**src/rtl/ahb_pkg.sv**
```systemverilog
// AHB shared definitions: bus widths, HRESP/HTRANS encodings and the
// state type of the slave-to-master response multiplexer.
package ahb_pkg;

  localparam int AHB_DATA_BITS = 32;
  localparam int AHB_RESP_BITS = 2;

  localparam logic [1:0] HRESP_OKAY  = 2'b00;
  localparam logic [1:0] HRESP_ERROR = 2'b01;
  localparam logic [1:0] HRESP_RETRY = 2'b10;
  localparam logic [1:0] HRESP_SPLIT = 2'b11;

  localparam logic [1:0] HTRANS_IDLE   = 2'b00;
  localparam logic [1:0] HTRANS_BUSY   = 2'b01;
  localparam logic [1:0] HTRANS_NONSEQ = 2'b10;
  localparam logic [1:0] HTRANS_SEQ    = 2'b11;

  typedef enum logic [1:0] {
    ROUTE = 2'd0,
    ERR1  = 2'd1,
    ERR2  = 2'd2
  } s2m_state_e;

endpackage

```
**src/rtl/ahb_stall_wdog.sv**
```systemverilog
// Per-transfer stall watchdog for the S2M mux.
//   clk, rst         : bus clock, async active-high reset
//   stall            : routed slave is active and holding HREADY_S low
//   ready            : HREADY seen by the master (clears the count)
//   clr              : mux is in an error state (clears the count)
//   slave_idx        : index of the currently routed slave
//   abort            : combinational, this stall cycle is the last allowed
//   timeout_err      : one-cycle pulse in the cycle following an abort
//   timeout_slave    : index of the last aborted slave, held until next abort
// With TIMEOUT=0 the whole block collapses to constants.
module ahb_stall_wdog #(
  parameter int TIMEOUT = 16,
  parameter int IDX_W   = 1
) (
  input  logic             clk,
  input  logic             rst,
  input  logic             stall,
  input  logic             ready,
  input  logic             clr,
  input  logic [IDX_W-1:0] slave_idx,
  output logic             abort,
  output logic             timeout_err,
  output logic [IDX_W-1:0] timeout_slave
);

  generate
    if (TIMEOUT > 0) begin : g_wdog
      localparam int CNT_W = $clog2(TIMEOUT + 1);
      localparam logic [CNT_W-1:0] CNT_LAST = CNT_W'(TIMEOUT - 1);

      logic [CNT_W-1:0] cnt;

      // A ready slave never counts as stalled, so the slave wins a tie
      // with the terminal count.
      assign abort = stall && (cnt == CNT_LAST);

      always_ff @(posedge clk or posedge rst) begin
        if (rst) begin
          cnt <= '0;
        end else if (ready || clr || abort) begin
          cnt <= '0;
        end else if (stall) begin
          cnt <= cnt + 1'b1;
        end
      end

      always_ff @(posedge clk or posedge rst) begin
        if (rst) begin
          timeout_err   <= 1'b0;
          timeout_slave <= '0;
        end else begin
          timeout_err <= abort;
          if (abort) begin
            timeout_slave <= slave_idx;
          end
        end
      end
    end else begin : g_no_wdog
      logic unused_wdog;
      assign unused_wdog   = &{1'b0, clk, rst, stall, ready, clr, slave_idx};
      assign abort         = 1'b0;
      assign timeout_err   = 1'b0;
      assign timeout_slave = '0;
    end
  endgenerate

endmodule

```
**src/rtl/ahb_mux_s2m_n.sv**
```systemverilog
// AHB slave-to-master response multiplexer for NUM_SLAVES slaves.
// Registers the address-phase slave select and routes the selected slave's
// HRDATA/HREADY/HRESP to the master in the data phase. An embedded default
// slave answers unmapped active transfers with a two-cycle ERROR, and a stall
// watchdog aborts a hung slave with an ERROR response.
//   HCLK, HRESET   : bus clock, async active-high reset
//   HSEL           : address-phase one-hot select (bit i = slave i)
//   HSELDefault    : address-phase default select (routing uses HSEL only)
//   HTRANS         : address-phase transfer type
//   HRDATA_S/HREADY_S/HRESP_S : packed per-slave responses
//   HRDATA/HREADY/HRESP       : response to master (HREADY also to slaves)
//   timeout_err    : one-cycle pulse on a watchdog abort
//   timeout_slave  : index of the last aborted slave
module ahb_mux_s2m_n
  import ahb_pkg::*;
#(
  parameter int NUM_SLAVES = 2,
  parameter int DATA_W     = AHB_DATA_BITS,
  parameter int RESP_W     = AHB_RESP_BITS,
  parameter int TIMEOUT    = 16,
  parameter int IDX_W      = (NUM_SLAVES > 1) ? $clog2(NUM_SLAVES) : 1
) (
  input  logic                         HCLK,
  input  logic                         HRESET,
  input  logic [NUM_SLAVES-1:0]        HSEL,
  input  logic                         HSELDefault,
  input  logic [1:0]                   HTRANS,
  input  logic [NUM_SLAVES*DATA_W-1:0] HRDATA_S,
  input  logic [NUM_SLAVES-1:0]        HREADY_S,
  input  logic [NUM_SLAVES*RESP_W-1:0] HRESP_S,
  output logic [DATA_W-1:0]            HRDATA,
  output logic                         HREADY,
  output logic [RESP_W-1:0]            HRESP,
  output logic                         timeout_err,
  output logic [IDX_W-1:0]             timeout_slave
);

  s2m_state_e state;

  logic [NUM_SLAVES-1:0] sel_q;
  logic                  act_q;

  logic [IDX_W-1:0]      idx;
  logic                  sel_onehot;
  logic [DATA_W-1:0]     slv_data;
  logic                  slv_ready;
  logic [RESP_W-1:0]     slv_resp;

  logic                  wd_stall;
  logic                  wd_abort;

  // The default slave is implied by a non-one-hot select; the explicit
  // default select and the BUSY/SEQ distinction carry no extra information.
  logic unused_in;
  assign unused_in = &{1'b0, HSELDefault, HTRANS[0]};

  always_comb begin
    int unsigned hits;
    hits      = 0;
    idx       = '0;
    slv_data  = '0;
    slv_ready = 1'b1;
    slv_resp  = '0;
    for (int unsigned i = 0; i < NUM_SLAVES; i++) begin
      if (sel_q[i]) begin
        hits      = hits + 1;
        idx       = IDX_W'(i);
        slv_data  = HRDATA_S[i*DATA_W +: DATA_W];
        slv_ready = HREADY_S[i];
        slv_resp  = HRESP_S[i*RESP_W +: RESP_W];
      end
    end
    sel_onehot = (hits == 1);
  end

  always_comb begin
    HRDATA = '0;
    HREADY = 1'b1;
    HRESP  = RESP_W'(HRESP_OKAY);
    unique case (state)
      ROUTE: begin
        if (sel_onehot) begin
          HRDATA = slv_data;
          HREADY = slv_ready;
          HRESP  = slv_resp;
        end else if (act_q) begin
          HREADY = 1'b0;
          HRESP  = RESP_W'(HRESP_ERROR);
        end
      end
      ERR1: begin
        HREADY = 1'b0;
        HRESP  = RESP_W'(HRESP_ERROR);
      end
      ERR2: begin
        HREADY = 1'b1;
        HRESP  = RESP_W'(HRESP_ERROR);
      end
      default: begin
        HREADY = 1'b1;
      end
    endcase
  end

  always_ff @(posedge HCLK or posedge HRESET) begin
    if (HRESET) begin
      sel_q <= '0;
      act_q <= 1'b0;
    end else if (HREADY) begin
      sel_q <= HSEL;
      act_q <= HTRANS[1];
    end
  end

  // The default-slave error already spends its first cycle in ROUTE with
  // HREADY low, so it jumps straight to ERR2; ERR1 belongs to the watchdog.
  always_ff @(posedge HCLK or posedge HRESET) begin
    if (HRESET) begin
      state <= ROUTE;
    end else begin
      unique case (state)
        ROUTE: begin
          if (!sel_onehot && act_q) begin
            state <= ERR2;
          end else if (wd_abort) begin
            state <= ERR1;
          end
        end
        ERR1:    state <= ERR2;
        ERR2:    state <= ROUTE;
        default: state <= ROUTE;
      endcase
    end
  end

  assign wd_stall = (state == ROUTE) && sel_onehot && act_q && !slv_ready;

  ahb_stall_wdog #(
    .TIMEOUT (TIMEOUT),
    .IDX_W   (IDX_W)
  ) u_wdog (
    .clk           (HCLK),
    .rst           (HRESET),
    .stall         (wd_stall),
    .ready         (HREADY),
    .clr           (state != ROUTE),
    .slave_idx     (idx),
    .abort         (wd_abort),
    .timeout_err   (timeout_err),
    .timeout_slave (timeout_slave)
  );

endmodule

```
**config.mk**
```make
export PLATFORM = sky130hd
export DESIGN_NAME = ahb_mux_s2m_n
export DESIGN_NICKNAME = d
export VERILOG_FILES = /design/src/rtl/ahb_pkg.sv /design/src/rtl/ahb_stall_wdog.sv /design/src/rtl/ahb_mux_s2m_n.sv
export SDC_FILE = /design/constraint.sdc
export NUM_CORES = 1
export LEC_CHECK = 0
export ABC_AREA = 1
export ABC_CLOCK_PERIOD_IN_PS = 3700
export BUFFER_PORTS_ARGS = -buffer_cell sky130_fd_sc_hd__buf_2
export CORE_UTILIZATION = 40
export CTS_CLUSTER_SIZE = 8
export DETAILED_ROUTE_END_ITERATION = 16
export PLACE_DENSITY = 0.9
export SYNTH_ARGS = -nofsm -noshare
export SYNTH_HDL_FRONTEND = slang
export SYNTH_SLANG_ARGS = --single-unit
```
**constraint.sdc**
```tcl
create_clock -name HCLK -period 3.7 [get_ports HCLK]
set_input_delay 0.555 -clock HCLK [delete_from_list [all_inputs] [get_ports HCLK]]
set_output_delay 0.555 -clock HCLK [all_outputs]
set_load 0.02 [all_outputs]
```
* Yosys cells after proc, flatten, opt, wreduce, memory -nomap -nowiden
Index checks and enable logic that the tools add are counted.
** Word-level totals
- Input bits :: 77
- Register bits after elaboration :: 12
- Output and inout bits :: 37
- Word-level logic and storage cells :: 48
** Cells by class
- Reductions and logical operators :: 13
- Muxes and demuxes :: 22
- Add/subtract/negate cells :: 2
- Eq/ne operators :: 5
** Operator list (number)
- $mux W32 :: 5
- $add A32 B1 Y32 const B :: 1
- $eq A32 B1 Y1 const B :: 1
- $mux W2 :: 5
- $mux W5 :: 2
- $pmux W2 S2 :: 2
- $mux W1 :: 7
- $add A5 B1 Y5 const B :: 1
- $eq A5 B4 Y1 const B :: 1
- $logic_and A1 B1 Y1 :: 5
- $reduce_bool A2 Y1 :: 2
- $ne A3 B2 Y1 const B :: 1
- $eq A2 B1 Y1 const B :: 1
- $eq A2 B2 Y1 const B :: 1
- $logic_not A1 Y1 :: 2
- $logic_not A2 Y1 :: 1
- $logic_or A1 B1 Y1 :: 2
- $pmux W1 S2 :: 1
- $reduce_or A2 Y1 :: 1

* Logic depth before layout (Yosys ltp)
- Depth in word-level cells :: 11
- Depth in mapped cells :: 10
- Depth with buffers taken out :: 9

* Cells and area by module
A second synthesis with hierarchy kept.
** Second synthesis, totals
- Cell total of the unflattened synthesis :: 206
- Area total of the unflattened synthesis :: 1214.9 µm²
** Modules (own cells, without submodules)
- ahb_mux_s2m_n :: sequential area each 125.1 µm², times used 1, cells an instance 163, area an instance 855.8 µm²
- ahb_stall_wdog :: sequential area each 175.2 µm², times used 1, cells an instance 43, area an instance 359.1 µm²

* Worst setup path after synthesis
No wires, ideal clock.
- Path type :: reg2out
- From :: register state[0]
- To :: output port HRESP[1]
- Required time :: 3145 ps
- Path buffers :: 0
- Data arrival time :: 1574 ps
- Cell stages (with the launch flop) :: 7
- Setup slack :: 1571 ps
- Path through :: dfrtp_1 -> inv_1 -> ha_1 -> inv_1 -> nor2_2 -> inv_2 -> nor4_1
** Between the ends
- Word-level cells in the longest chain between the ends :: 3
- Elaborated cells between the ends (all ways) :: 5
- Those cells by class :: eq/ne: 2; mux: 1; reduce/logical: 2
** Ends and longest elaborated chain
- from (decl) :: line ahb_mux_s2m_n.sv:38 : s2m_state_e state;
- from (signal assigned) :: line ahb_mux_s2m_n.sv:119 : state <= ROUTE;
- from (signal assigned) :: line ahb_mux_s2m_n.sv:124 : state <= ERR2;
- from (signal assigned) :: line ahb_mux_s2m_n.sv:126 : state <= ERR1;
- $eq A2 B1 Y1 / $eq A2 B2 Y1 (equally long branches) :: line ahb_mux_s2m_n.sv:80 : unique case (state)
- $reduce_or A2 Y1 (no line)
- $pmux W2 S2 (*) :: line ahb_mux_s2m_n.sv:80
- to (decl) :: line ahb_mux_s2m_n.sv:33 : output logic [RESP_W-1:0] HRESP,
Every way passes the cells marked *; elsewhere a longest branch is shown, timed or not.

* Worst setup path in the final report
- From :: register sel_q[1]
- To :: output port HRESP[1]
** Between the ends
- Word-level cells in the longest chain between the ends :: 4
- Elaborated cells between the ends (all ways) :: 5
- Those cells by class :: eq/ne: 1; mux: 4
** Ends and longest elaborated chain
- from (decl) :: line ahb_mux_s2m_n.sv:40 : logic [NUM_SLAVES-1:0] sel_q;
- from (signal assigned) :: line ahb_mux_s2m_n.sv:107 : sel_q <= '0;
- from (signal assigned) :: line ahb_mux_s2m_n.sv:110 : sel_q <= HSEL;
- $mux W32 :: line ahb_mux_s2m_n.sv:65 : if (sel_q[i]) begin
- $eq A32 B1 Y1 :: line ahb_mux_s2m_n.sv:73 : sel_onehot = (hits == 1);
- $mux W2 (*) :: line ahb_mux_s2m_n.sv:82 : if (sel_onehot) begin
- $pmux W2 S2 (*) :: line ahb_mux_s2m_n.sv:80
Marked as above.

==> report_table.html <==
<table>
<tr><th>Metric</th><th>Value</th></tr>
<tr><th colspan="2">Run status</th></tr>
<tr><td>Status</td><td>finished clean</td></tr>
<tr><th colspan="2">Cells and area</th></tr>
<tr><td>Fill count</td><td>between 200 and 300</td></tr>
<tr><td># nets final</td><td>between 300 and 400</td></tr>
<tr><td>Antenna Cells</td><td>0</td></tr>
<tr><td>Ratio of cells with drive above 1 in the final layout</td><td>a little over two fifths</td></tr>
<tr><td>Growth of design area from synthesis to finish</td><td>47.91%</td></tr>
<tr><td>Post-route cell area</td><td>0.001819 mm²</td></tr>
<tr><th colspan="2">CTS</th></tr>
<tr><td>Buffer count from post-CTS setup fixing</td><td>0</td></tr>
<tr><td>Post-CTS Hold Buffers</td><td>0</td></tr>
<tr><td>H-Tree Depth</td><td>1</td></tr>
<tr><td>Root Driver</td><td>sky130_fd_sc_hd__clkbuf_4</td></tr>
<tr><td>CTS buffer count</td><td>3</td></tr>
<tr><td>Clock transition at the registers of the reported paths</td><td>about 0.070 ns</td></tr>
<tr><td>Clk sink count</td><td>12</td></tr>
<tr><td>Buffer levels on the longest clock path</td><td>2</td></tr>
<tr><td>Clk_lat worst skew</td><td>about 0.27 ns</td></tr>
<tr><td>TritonCTS clock tree</td><td>done</td></tr>
<tr><td>Number of gates resized after CTS</td><td>0</td></tr>
<tr><th colspan="2">Synth</th></tr>
<tr><td>Share of flip-flops with an asynchronous set or reset after synthesis</td><td>100.0%</td></tr>
<tr><td>Number of warnings issued by yosys</td><td>0</td></tr>
<tr><td>Proportion of synthesized chip area in sequential cells</td><td>roughly a quarter</td></tr>
<tr><td>Mean Syn Cell Area</td><td>slightly above 6 µm²</td></tr>
<tr><td>Synthesized flop and latch total</td><td>12</td></tr>
<tr><td>Post-synthesis cell type count</td><td>23</td></tr>
<tr><td>Number of synthesized flops with an enable pin</td><td>0</td></tr>
<tr><td>Commonest register cell after synthesis</td><td>sky130_fd_sc_hd__dfrtp_1</td></tr>
<tr><td>Synthesized net count</td><td>between 200 and 300</td></tr>
<tr><td>Summed instance area of the synthesized netlist</td><td>0.001230 mm²</td></tr>
<tr><td>Syn Inst Count</td><td>approximately 200</td></tr>
<tr><th colspan="2">Timing</th></tr>
<tr><td>Maximum achievable frequency</td><td>roughly 380 MHz</td></tr>
<tr><td>Setup tns final</td><td>0 ns</td></tr>
<tr><td>Final Cycle Share</td><td>between 70% and 80%</td></tr>
<tr><td>Tmin final</td><td>~2.7 ns</td></tr>
<tr><td>Count of endpoints failing setup in the final report</td><td>0</td></tr>
<tr><td>Number of pins exceeding their max-slew limit in the final report</td><td>0</td></tr>
<tr><td>Clock skew</td><td>0.004896 ns</td></tr>
<tr><td>Count of final hold-check violations</td><td>0</td></tr>
<tr><td>Unrepaired setup endpoints after global routing</td><td>no</td></tr>
<tr><td>Worst Max-Slew Pin Slew</td><td>0.4942 ns</td></tr>
<tr><td>Rel. slew slack</td><td>approximately two thirds</td></tr>
<tr><th colspan="2">Global route</th></tr>
<tr><td>First-pass GRT wire length</td><td>6030 µm</td></tr>
<tr><td>Initial antenna violation count</td><td>0</td></tr>
<tr><td>Total congestion overflow after global routing</td><td>0</td></tr>
<tr><td>Via count of the first global-routing pass</td><td>1459</td></tr>
<tr><td>GRT Total Usage</td><td>between 20 and 25%</td></tr>
<tr><td>Largest net degree at the start of global routing</td><td>38</td></tr>
<tr><th colspan="2">Critical path</th></tr>
<tr><td>Slack of the worst reg-to-reg path</td><td>1.99 ns</td></tr>
<tr><td>Cell repeated most along the worst path</td><td>sky130_fd_sc_hd__nand2_2</td></tr>
<tr><td>Startpoint kind of the worst setup timing path</td><td>flop</td></tr>
<tr><td>Highest fanout seen on the critical path</td><td>37</td></tr>
<tr><td>Setup CP Type</td><td>reg -&gt; out</td></tr>
<tr><td>Endpoint type of the worst setup path</td><td>primary output</td></tr>
<tr><td>Cell-by-cell trace of the critical path</td><td>inv_6, nand2_2, nand2_2, nor2_2, inv_2, nor4_1, buf_2</td></tr>
<tr><td>Reg-to-Reg End</td><td>u_wdog.g_wdog.cnt[2]</td></tr>
<tr><td>Crit path largest cell delay</td><td>about 0.64 ns</td></tr>
<tr><td>Depth of the most critical reg-to-reg path</td><td>7</td></tr>
<tr><td>Library cell contributing the largest single delay on the critical path</td><td>sky130_fd_sc_hd__dfrtp_1</td></tr>
<tr><td>Start of the worst register-to-register path</td><td>sel_q[1]</td></tr>
<tr><td>Arrival time at the worst endpoint</td><td>between 2 and 2.5 ns</td></tr>
<tr><td>Required time worst endpoint</td><td>3.14 ns</td></tr>
<tr><th colspan="2">Floorplan</th></tr>
<tr><td>Area of the die</td><td>between 0.003 and 0.004 mm²</td></tr>
<tr><td>Floorplan die height</td><td>57.45 µm</td></tr>
<tr><td>Effective utilization at floorplan</td><td>between 40% and 50%</td></tr>
<tr><td>Row cnt</td><td>19</td></tr>
<tr><td>Core box area</td><td>around 0.0028 mm²</td></tr>
<tr><td># IOs</td><td>114</td></tr>
<tr><td>Die width</td><td>approximately 57 µm</td></tr>
<tr><th colspan="2">Drt</th></tr>
<tr><td>Router iterations before antenna repair</td><td>4</td></tr>
<tr><td>Number of design-rule violations left by the first detailed-router iteration</td><td>56</td></tr>
<tr><td>Drc violations</td><td>0</td></tr>
<tr><td>Final routed wire length divided by cell count</td><td>10.86 µm</td></tr>
<tr><td>Number of vias after detailed routing</td><td>about 1600</td></tr>
<tr><td>Routed Antenna Nets</td><td>0</td></tr>
<tr><td>DRT Wirelength</td><td>around 3700 µm</td></tr>
<tr><td>Vias per inst</td><td>between 4 and 5</td></tr>
<tr><th colspan="2">Pwr</th></tr>
<tr><td>Overall power after layout</td><td>1.491 mW</td></tr>
<tr><td>Power per unit of standard cell area</td><td>819.8 mW/mm²</td></tr>
<tr><td>Largest voltage drop on the vdd net</td><td>around 0.49 mV</td></tr>
<tr><td>Leak</td><td>approximately 1.1 nW</td></tr>
<tr><th colspan="2">Placement</th></tr>
<tr><td>Placed Instance Area</td><td>between 0.0015 and 0.002 mm²</td></tr>
<tr><td>RePlAce Congestion</td><td>just over 0.8</td></tr>
<tr><td>Dpl hpwl</td><td>2981 µm</td></tr>
<tr><td>Quantity of I/O buffers inserted on ports</td><td>111</td></tr>
<tr><th colspan="2">Job</th></tr>
<tr><td>Number of maximum-capacitance constraint violations</td><td>0</td></tr>
<tr><th colspan="2">Worst hold path</th></tr>
<tr><td>Min-Delay Path Class</td><td>in -&gt; async</td></tr>
</table>
cell usage after synthesis (4+ instances only):
| master | instances | area [µm²] |
|---|---|---|
| sky130_fd_sc_hd__inv_1 | 14 | 52.55 |
| sky130_fd_sc_hd__ha_1 | 5 | 62.56 |
| sky130_fd_sc_hd__o21ai_1 | 5 | 25.02 |
| sky130_fd_sc_hd__clkbuf_1 | 6 | 22.52 |
| sky130_fd_sc_hd__nand4_1 | 5 | 31.28 |
| sky130_fd_sc_hd__a21oi_1 | 33 | 165.2 |
| sky130_fd_sc_hd__dfrtp_1 | 12 | 300.3 |
| sky130_fd_sc_hd__nand3_1 | 9 | 45.04 |
| sky130_fd_sc_hd__nand2_2 | 7 | 43.79 |
| sky130_fd_sc_hd__nor2_1 | 5 | 18.77 |
| sky130_fd_sc_hd__nand2_1 | 79 | 296.5 |
| sky130_fd_sc_hd__inv_2 | 4 | 15.01 |
per-layer routing:
metal	up-vias	share of wire [%]	track usage, %
met5	-	0	0
met4	0	1.2	5.575
met3	5	6.0	3.855
met2	58	52	42.86
met1	706	41	26.67
li1	860	-	-
critical path: cells and delay by family (launching register included):
kind	cells	cell delay, ns
flops	1	0.64
simple gates	4	0.55
buf+inv	3	0.60
how the worst max path moves through the flow:
stage	start	to	slack [ns]	cells after the start
final	sel_q[1]	HRESP[1]	1.05	7
after global routing	sel_q[1]	HRESP[1]	0.86	7
after CTS	sel_q[1]	HRESP[1]	1.04	7
after detailed placement	sel_q[1]	HRESP[1]	1.34	7
after global placement	sel_q[1]	HRESP[1]	1.34	7
after floorplan	state[0]	HRESP[1]	1.57	6
cell families (layout without fill, tap and decap cells):
| logic type | Yosys count | count (layout) | synth area share (%) |
|---|---|---|---|
| xor gates and xnor gates | 2 | 2 | 1.424 |
| adders and majority gates | 5 | 5 | 5.086 |
| and+or+nand+nor | 111 | 111 | 39.98 |
| buffers and inverters | 29 | 135 | 10.17 |
| AOI/OAI and AO/OA | 42 | 42 | 18.92 |
| DFF | 12 | 12 | 24.42 |
cell type report:
cell class	instances	area, µm²	share of cell area, %
Timing Repair Buffer	112	563.0	30.95
Inverter	19	76.32	4.195
Tap cell	31	38.79	2.132
Clock buffer	4	36.28	1.995
Multi-Input combinational cell	160	804.5	44.22
Sequential cell	12	300.3	16.51
through the flow:
stage          util, %  cells  hold WS [ns]  setup slack [ns]
5_1_grt          64.31    338        0.2968            0.8551
4_1_cts          64.31    338        0.2791             1.040
3_5_place_dp     63.03    334        0.4869             1.339
2_1_floorplan        -    201        0.4197             1.571
3_3_place_gp     63.03    334        0.4784             1.337
6_report         64.31    338        0.2686             1.047
registers in the layout (all words and copies together), names as in the netlist:
signal	flops
state	2
sel_q	2
u_wdog.timeout_err	1
u_wdog.timeout_slave	1
act_q	1
u_wdog.g_wdog.cnt	5
cells in the final DEF (no fill, tap or decap), drive strengths merged:
cell type,Yosys,routed
a21oi,35,35
nand4,5,5
xor2,2,2
clkbuf,6,4
nand3,9,9
ha,5,5
a22o,2,2
nand2,87,87
dfrtp,12,12
nor2,9,9
o21ai,5,5
inv,19,19
nor4,1,1
buf,4,112
power breakdown:
| part | switching (mW) | internal, mW |
|---|---|---|
| Sequential | 0.0468 | 0.157 |
| Combinational | 0.822 | 0.364 |
| Clock | 0.0415 | 0.0598 |
No activity file was read; power rests on OpenSTA's default activity.
